## src/rtl/btb_pkg.sv

```systemverilog
// Shared BTB types: sweep FSM states, table entry layout and the 2-bit counter
// encodings that branch_unit also uses.
package btb_pkg;

    localparam int BTB_PC_W   = 32;
    localparam int BTB_IDX_W  = 4;
    localparam int BTB_OFFS_W = 2;
    localparam int BTB_TAG_W  = BTB_PC_W - BTB_IDX_W - BTB_OFFS_W;

    typedef enum logic {
        BTB_IDLE  = 1'b0,
        BTB_CLEAR = 1'b1
    } btb_state_e;

    typedef struct packed {
        logic                 valid;
        logic [BTB_TAG_W-1:0] tag;
        logic [BTB_PC_W-1:0]  target;
        logic [1:0]           ctr;
    } btb_entry_t;

    localparam logic [1:0] CTR_SNT = 2'b00;
    localparam logic [1:0] CTR_WNT = 2'b01;
    localparam logic [1:0] CTR_WT  = 2'b10;
    localparam logic [1:0] CTR_ST  = 2'b11;

endpackage

```

## src/rtl/btb_inv_fsm.sv

```systemverilog
// Full-table invalidate sweep: one entry cleared per cycle, busy for exactly
// 2**IDX_W cycles. Requests arriving mid-sweep are ignored.
module btb_inv_fsm
    import btb_pkg::*;
#(
    parameter int IDX_W = BTB_IDX_W
) (
    input  logic             clk_i,
    input  logic             rst_ni,
    input  logic             inv_req_i,
    output logic             busy_o,
    output logic             clr_o,
    output logic [IDX_W-1:0] clr_idx_o
);

    btb_state_e       state_q;
    logic [IDX_W-1:0] ptr_q;
    logic             busy_q;

    always_ff @(posedge clk_i or negedge rst_ni) begin
        if (!rst_ni) begin
            state_q <= BTB_IDLE;
            ptr_q   <= '0;
            busy_q  <= 1'b0;
        end else begin
            case (state_q)
                BTB_IDLE: begin
                    if (inv_req_i) begin
                        state_q <= BTB_CLEAR;
                        ptr_q   <= '0;
                        busy_q  <= 1'b1;
                    end
                end
                BTB_CLEAR: begin
                    // Pointer wraps back to 0 on the final entry.
                    ptr_q <= ptr_q + 1'b1;
                    if (ptr_q == {IDX_W{1'b1}}) begin
                        state_q <= BTB_IDLE;
                        busy_q  <= 1'b0;
                    end
                end
                default: begin
                    state_q <= BTB_IDLE;
                    busy_q  <= 1'b0;
                end
            endcase
        end
    end

    assign busy_o    = busy_q;
    assign clr_o     = busy_q;
    assign clr_idx_o = ptr_q;

endmodule

```

## src/rtl/btb_predictor.sv

```systemverilog
// Direct-mapped branch target buffer with combinational lookup, one register
// stage and an invalidate sweep. Optional same-cycle write forwarding: BTB_WRITE_BYPASS_EN.
module btb_predictor
    import btb_pkg::*;
#(
    parameter int PC_W   = BTB_PC_W,
    parameter int IDX_W  = BTB_IDX_W,
    parameter int OFFS_W = BTB_OFFS_W
) (
    input  logic            CLK,
    input  logic            nRST,
    input  logic [PC_W-1:0] FetchPC,
    input  logic            Stall,
    input  logic            Flush,
    output logic            PredHit,
    output logic            PredTaken,
    output logic [PC_W-1:0] PredTarget,
    output logic            PcMatchValid,
    output logic [1:0]      CtrlIn,
    input  logic            UpdWe,
    input  logic [PC_W-1:0] UpdPC,
    input  logic [PC_W-1:0] UpdTarget,
    input  logic [1:0]      UpdCtrl,
    input  logic            InvReq,
    output logic            InvBusy
);

    localparam int DEPTH = 1 << IDX_W;
    localparam int TAG_W = PC_W - IDX_W - OFFS_W;

    btb_entry_t       tbl_q [DEPTH];
    logic [IDX_W-1:0] f_idx, u_idx, clr_idx;
    logic [TAG_W-1:0] f_tag, u_tag;
    logic             clr, wr_acc;
    btb_entry_t       rd_e;
    logic             hit;
    logic [PC_W-1:0]  tgt;
    logic [1:0]       ctr;
    logic             pmv_q, pmv_d;
    logic [1:0]       cin_q, cin_d;

    assign f_idx = FetchPC[IDX_W+OFFS_W-1:OFFS_W];
    assign f_tag = FetchPC[PC_W-1:IDX_W+OFFS_W];
    assign u_idx = UpdPC[IDX_W+OFFS_W-1:OFFS_W];
    assign u_tag = UpdPC[PC_W-1:IDX_W+OFFS_W];

    btb_inv_fsm #(.IDX_W(IDX_W)) u_inv (
        .clk_i     (CLK),
        .rst_ni    (nRST),
        .inv_req_i (InvReq),
        .busy_o    (InvBusy),
        .clr_o     (clr),
        .clr_idx_o (clr_idx)
    );

    // An invalidate request in the same cycle takes priority over the write.
    assign wr_acc = UpdWe & ~InvBusy & ~InvReq;
    assign rd_e   = tbl_q[f_idx];

    always_comb begin
        hit = rd_e.valid & (rd_e.tag == f_tag) & ~InvBusy;
        tgt = rd_e.target;
        ctr = rd_e.ctr;
`ifdef BTB_WRITE_BYPASS_EN
        if (wr_acc && (u_idx == f_idx) && (u_tag == f_tag)) begin
            hit = 1'b1;
            tgt = UpdTarget;
            ctr = UpdCtrl;
        end
`endif
    end

    assign PredHit    = hit;
    assign PredTaken  = hit & ctr[1];
    assign PredTarget = hit ? tgt : '0;

    always_comb begin
        pmv_d = pmv_q;
        cin_d = cin_q;
        if (Flush) begin
            pmv_d = 1'b0;
            cin_d = CTR_SNT;
        end else if (!Stall) begin
            pmv_d = hit;
            cin_d = hit ? ctr : CTR_SNT;
        end
    end

    always_ff @(posedge CLK or negedge nRST) begin
        if (!nRST) begin
            pmv_q <= 1'b0;
            cin_q <= CTR_SNT;
        end else begin
            pmv_q <= pmv_d;
            cin_q <= cin_d;
        end
    end

    assign PcMatchValid = pmv_q;
    assign CtrlIn       = cin_q;

    // Only valid bits are reset; target/ctr payload is left as-is.
    always_ff @(posedge CLK or negedge nRST) begin
        if (!nRST) begin
            for (int i = 0; i < DEPTH; i++) tbl_q[i].valid <= 1'b0;
        end else begin
            if (clr) tbl_q[clr_idx].valid <= 1'b0;
            if (wr_acc) tbl_q[u_idx] <= '{valid: 1'b1, tag: u_tag, target: UpdTarget, ctr: UpdCtrl};
        end
    end

endmodule

```

## config.mk

```make
export PLATFORM = sky130hd
export DESIGN_NAME = btb_predictor
export DESIGN_NICKNAME = d
export VERILOG_FILES = /design/src/rtl/btb_pkg.sv /design/src/rtl/btb_inv_fsm.sv /design/src/rtl/btb_predictor.sv
export SDC_FILE = /design/constraint.sdc
export NUM_CORES = 1
export LEC_CHECK = 0
export BUFFER_PORTS_ARGS = -buffer_cell sky130_fd_sc_hd__buf_2
export CAP_MARGIN = 20
export CORE_MARGIN = 4
export CORE_UTILIZATION = 55
export CTS_BUF_LIST = sky130_fd_sc_hd__clkbuf_8
export DETAILED_ROUTE_END_ITERATION = 7
export GPL_TIMING_DRIVEN = 0
export PLACE_DENSITY = 0.72
export SKIP_CTS_REPAIR_TIMING = 1
export SKIP_LAST_GASP = 1
export SLEW_MARGIN = 30
export SYNTH_ARGS = -nofsm -noshare
export SYNTH_HDL_FRONTEND = slang
export SYNTH_SLANG_ARGS = --single-unit
```

## constraint.sdc

```tcl
create_clock -name CLK -period 5.05 [get_ports CLK]
set_input_delay 0.505 -clock CLK [delete_from_list [all_inputs] [get_ports CLK]]
set_output_delay 0.505 -clock CLK [all_outputs]
set_load 0.01 [all_outputs]
```

==> summary.md <==
| Metric | Value |
|---|---|
| Cts bufs inserted | 160 |
| Starting DRC count in detailed routing | 3332 |
| Core Area | 82000 µm² |
| Leakage | 16.1 nW |
| Clock root buffer | clkbuf_8 |
| Top_reg_cell synth | edfxtp_1 |
| Final Util | 0.621 |
| Syn_nets | 2910 |
| Setup TNS | -0.0537 ns |
| Tmin final | 5.10 ns |
| Pwr Total | 16.3 mW |
| Area occupied by multi-input gates | 14800 µm² |
| CP Max Fanout | 10 |
| Die Y | 295 µm |
| Asr flop ratio synth | 0.0254 |
| Starting density of the core | 0.554 |
| Seq/Total Area, Yosys | 0.649 |
| Type of the most critical hold path | in2reg |
| Mean post-synth cell area | 16.2 µm² |
| Startpoint Class | primary input |
| Met3 routed WL | 14.7 mm |
| Drt pass-1 iters | 5 |
| Full die area | 87200 µm² |
| CTS tree | built |
| WS Path Type | in2out |
| Final Max Slew Viols | 0 |
| Seq cells post-synth | 985 |
| Layout Nets | 3242 |
| Yosys warns | 0 |
| Layout overhead on the synthesized area | 12.2% |
| Initial antenna violation count | 16 |
| Post-route DRC | 0 |
| Pwr Density | 321 nW/µm² |
| Final setup fails | 1 |
| DR top layer | met5 |
| Run status | complete, but fails checks |
| Die W | 295 µm |
| Pin count of the biggest net entering global routing | 35 |
| Final Skew | 0.0253 ns |
| Max cap viols | 0 |
| Routed WL per cell | 29.5 µm |
| Clock transition at path regs | 0.05 ns |
| Placed insts | 4037 |
| Met2 wire len | 60.7 mm |
| Vias post-DR | 26.8k |
| Fin crit share | 1.01 |
| Global-route wire length before repair | 185 mm |
| Failing checks | negative setup slack |
| Via density | 6.18 |
| GRT Residual Overflow | 0 |
| Layout cells sized above 1 | 0.230 |
| Port Buffer Count | 134 |
| Mapped cell area | 45400 µm² |
| Post-route worst setup slack | -0.0537 ns |
| Fill cell count | 5923 |
| Synth cell types | 65 |
| Top Ports | 142 |
| Sink Count | 985 |
| Max frequency | 196 MHz |
| Slew headroom | 0.268 |
| Fin cells | 4332 |
| Reg area | 29500 µm² |
| Final antenna-violating net count | 0 |
| Placer Congestion | 0.892 |
| Worst-Skew Late Latency | 0.80 ns |
| CP endpoint kind | output pin |
| Post-Place Worst Slack | -0.289 ns |
| CP required | 4.55 ns |
| RSZ-0062 raised after global routing | true |
| H-tree depth | 4 |
| Vias in the first global route | 27.7k |
| Final Hold Fails | 0 |
| WL final | 128 mm |
| Max rail drop VDD | 0.000245 V |
| Synthesized instance count | 2802 |
| Cell row count | 105 |
| Detail Placement HPWL | 84.2 mm |
| Gr usage total | 0.296 |
| Worst-Margin Slew | 1.09 ns |
| Worst EP arrival | 4.60 ns |
| DRT met1 WL | 47.7 mm |
| Clk buf depth | 3 |
| EDFF count, synth | 960 |
worst paths after layout:
kind / endpoint / slack (ns) / from / depth (start not counted)
worst max-delay path: PredTaken / -0.05 / FetchPC[2] / 12
worst min-delay path: tbl_q[277] / 0.05 / UpdTarget[31] / 2
worst max register to register: tbl_q[271] / 0.64 / u_inv.busy_o / 7
worst min register to register: tbl_q[731] / 0.48 / tbl_q[731] / 1
max in group asynchronous: tbl_q[548] / 4.28 / nRST / 2
min in group asynchronous: CtrlIn[0] / 0.30 / nRST / 2
cell usage in the layout, fill, tap and decap left out, types with 5 or more instances in the layout:
master,instances
inv_1,74
nand2b_1,14
clkbuf_2,8
dlygate4sd1_1,5
and2_1,962
clkinv_2,10
and2_4,16
diode_2,11
clkinv_1,28
nand4_1,5
nor2b_4,29
a21o_1,17
o22ai_1,5
buf_2,160
o21ai_0,11
clkinvlp_4,5
clkbuf_8,165
a211oi_1,6
edfxtp_1,960
nand3_1,12
dlygate4sd3_1,7
nand2_1,31
clkbuf_1,170
a21oi_1,14
xor2_1,13
buf_12,27
buf_6,14
mux2i_1,42
mux2_2,13
buf_4,9
mux4_1,8
nor2_1,23
xnor2_1,17
nor2b_1,6
mux4_2,262
dfrtp_1,25
power by group:
group	total [mW]	switching, mW	internal [mW]
Sequential	9.08	0.0778	9.00
Clock	6.17	3.15	3.02
Combinational	1.09	0.656	0.437
final cells by class:
type | count | area share
diodes | 11 | 0.000541
plain buffers | 238 | 0.0226
clock buffers | 165 | 0.0446
clock inverters | 114 | 0.00966
inverters | 8 | 0.000590
multi-input cells | 1571 | 0.292
flip-flops and latches | 985 | 0.579
well taps | 1070 | 0.0263
repair buffers | 170 | 0.0257
critical path: stages:
cell      delay, ns
buf_6          0.18
clkbuf_4       0.44
buf_6          0.27
buf_4          0.35
clkbuf_4       0.39
mux2i_1        0.49
o211a_1        0.23
nand4_1        0.14
nor4_4         0.49
nand3_4        0.36
nor2b_1        0.51
buf_2          0.23
routing by layer:
layer,global-route usage,vias to the layer above
met1,0.402,13781
li1,-,11034
met2,0.465,1628
met4,0.116,8
met3,0.0795,307
met5,0,-
registers in the layout, summed over array words and instances, names as in the netlist:
| name | count |
|---|---|
| CtrlIn | 2 |
| PcMatchValid | 1 |
| tbl_q | 976 |
| u_inv.busy_o | 1 |
| u_inv.clr_idx_o | 4 |
| u_inv.state_q | 1 |
cells by family (layout without fill, tap and decap cells):
| logic type | count (synthesis) | after routing | share of synthesized area |
|---|---|---|---|
| muxes | 326 | 326 | 0.147 |
| buffers and inverters | 246 | 695 | 0.0257 |
| and+or+nand+nor | 1124 | 1124 | 0.157 |
| AOI/OAI and AO/OA | 87 | 87 | 0.0139 |
| DFF | 985 | 985 | 0.649 |
| xor gates and xnor gates | 30 | 30 | 0.00579 |
| other | 0 | 11 | 0 |
| adders and majority gates | 4 | 4 | 0.00110 |
metrics by stage:
| stage | instance area (µm²) | hold WS, ns |
|---|---|---|
| after floorplan | 45400 | 0.209 |
| after global placement | 47400 | 0.454 |
| after detailed placement | 48000 | 0.463 |
| after CTS | 50800 | -0.288 |
| after global routing | 50900 | 0.0217 |
| final | 50900 | 0.0456 |
synth_stat cells (17+ instances only):
| library cell | n | share of area |
|---|---|---|
| a21o_1 | 17 | 0.0028 |
| and2_1 | 978 | 0.13 |
| buf_2 | 28 | 0.0031 |
| clkbuf_1 | 176 | 0.015 |
| dfrtp_1 | 25 | 0.014 |
| edfxtp_1 | 960 | 0.64 |
| mux2i_1 | 43 | 0.0095 |
| mux4_2 | 262 | 0.13 |
| nand2_1 | 31 | 0.0026 |
| nor2_1 | 27 | 0.0022 |
| nor2b_4 | 29 | 0.0088 |
| xnor2_1 | 17 | 0.0033 |
Power figures use the tool's default switching activity.
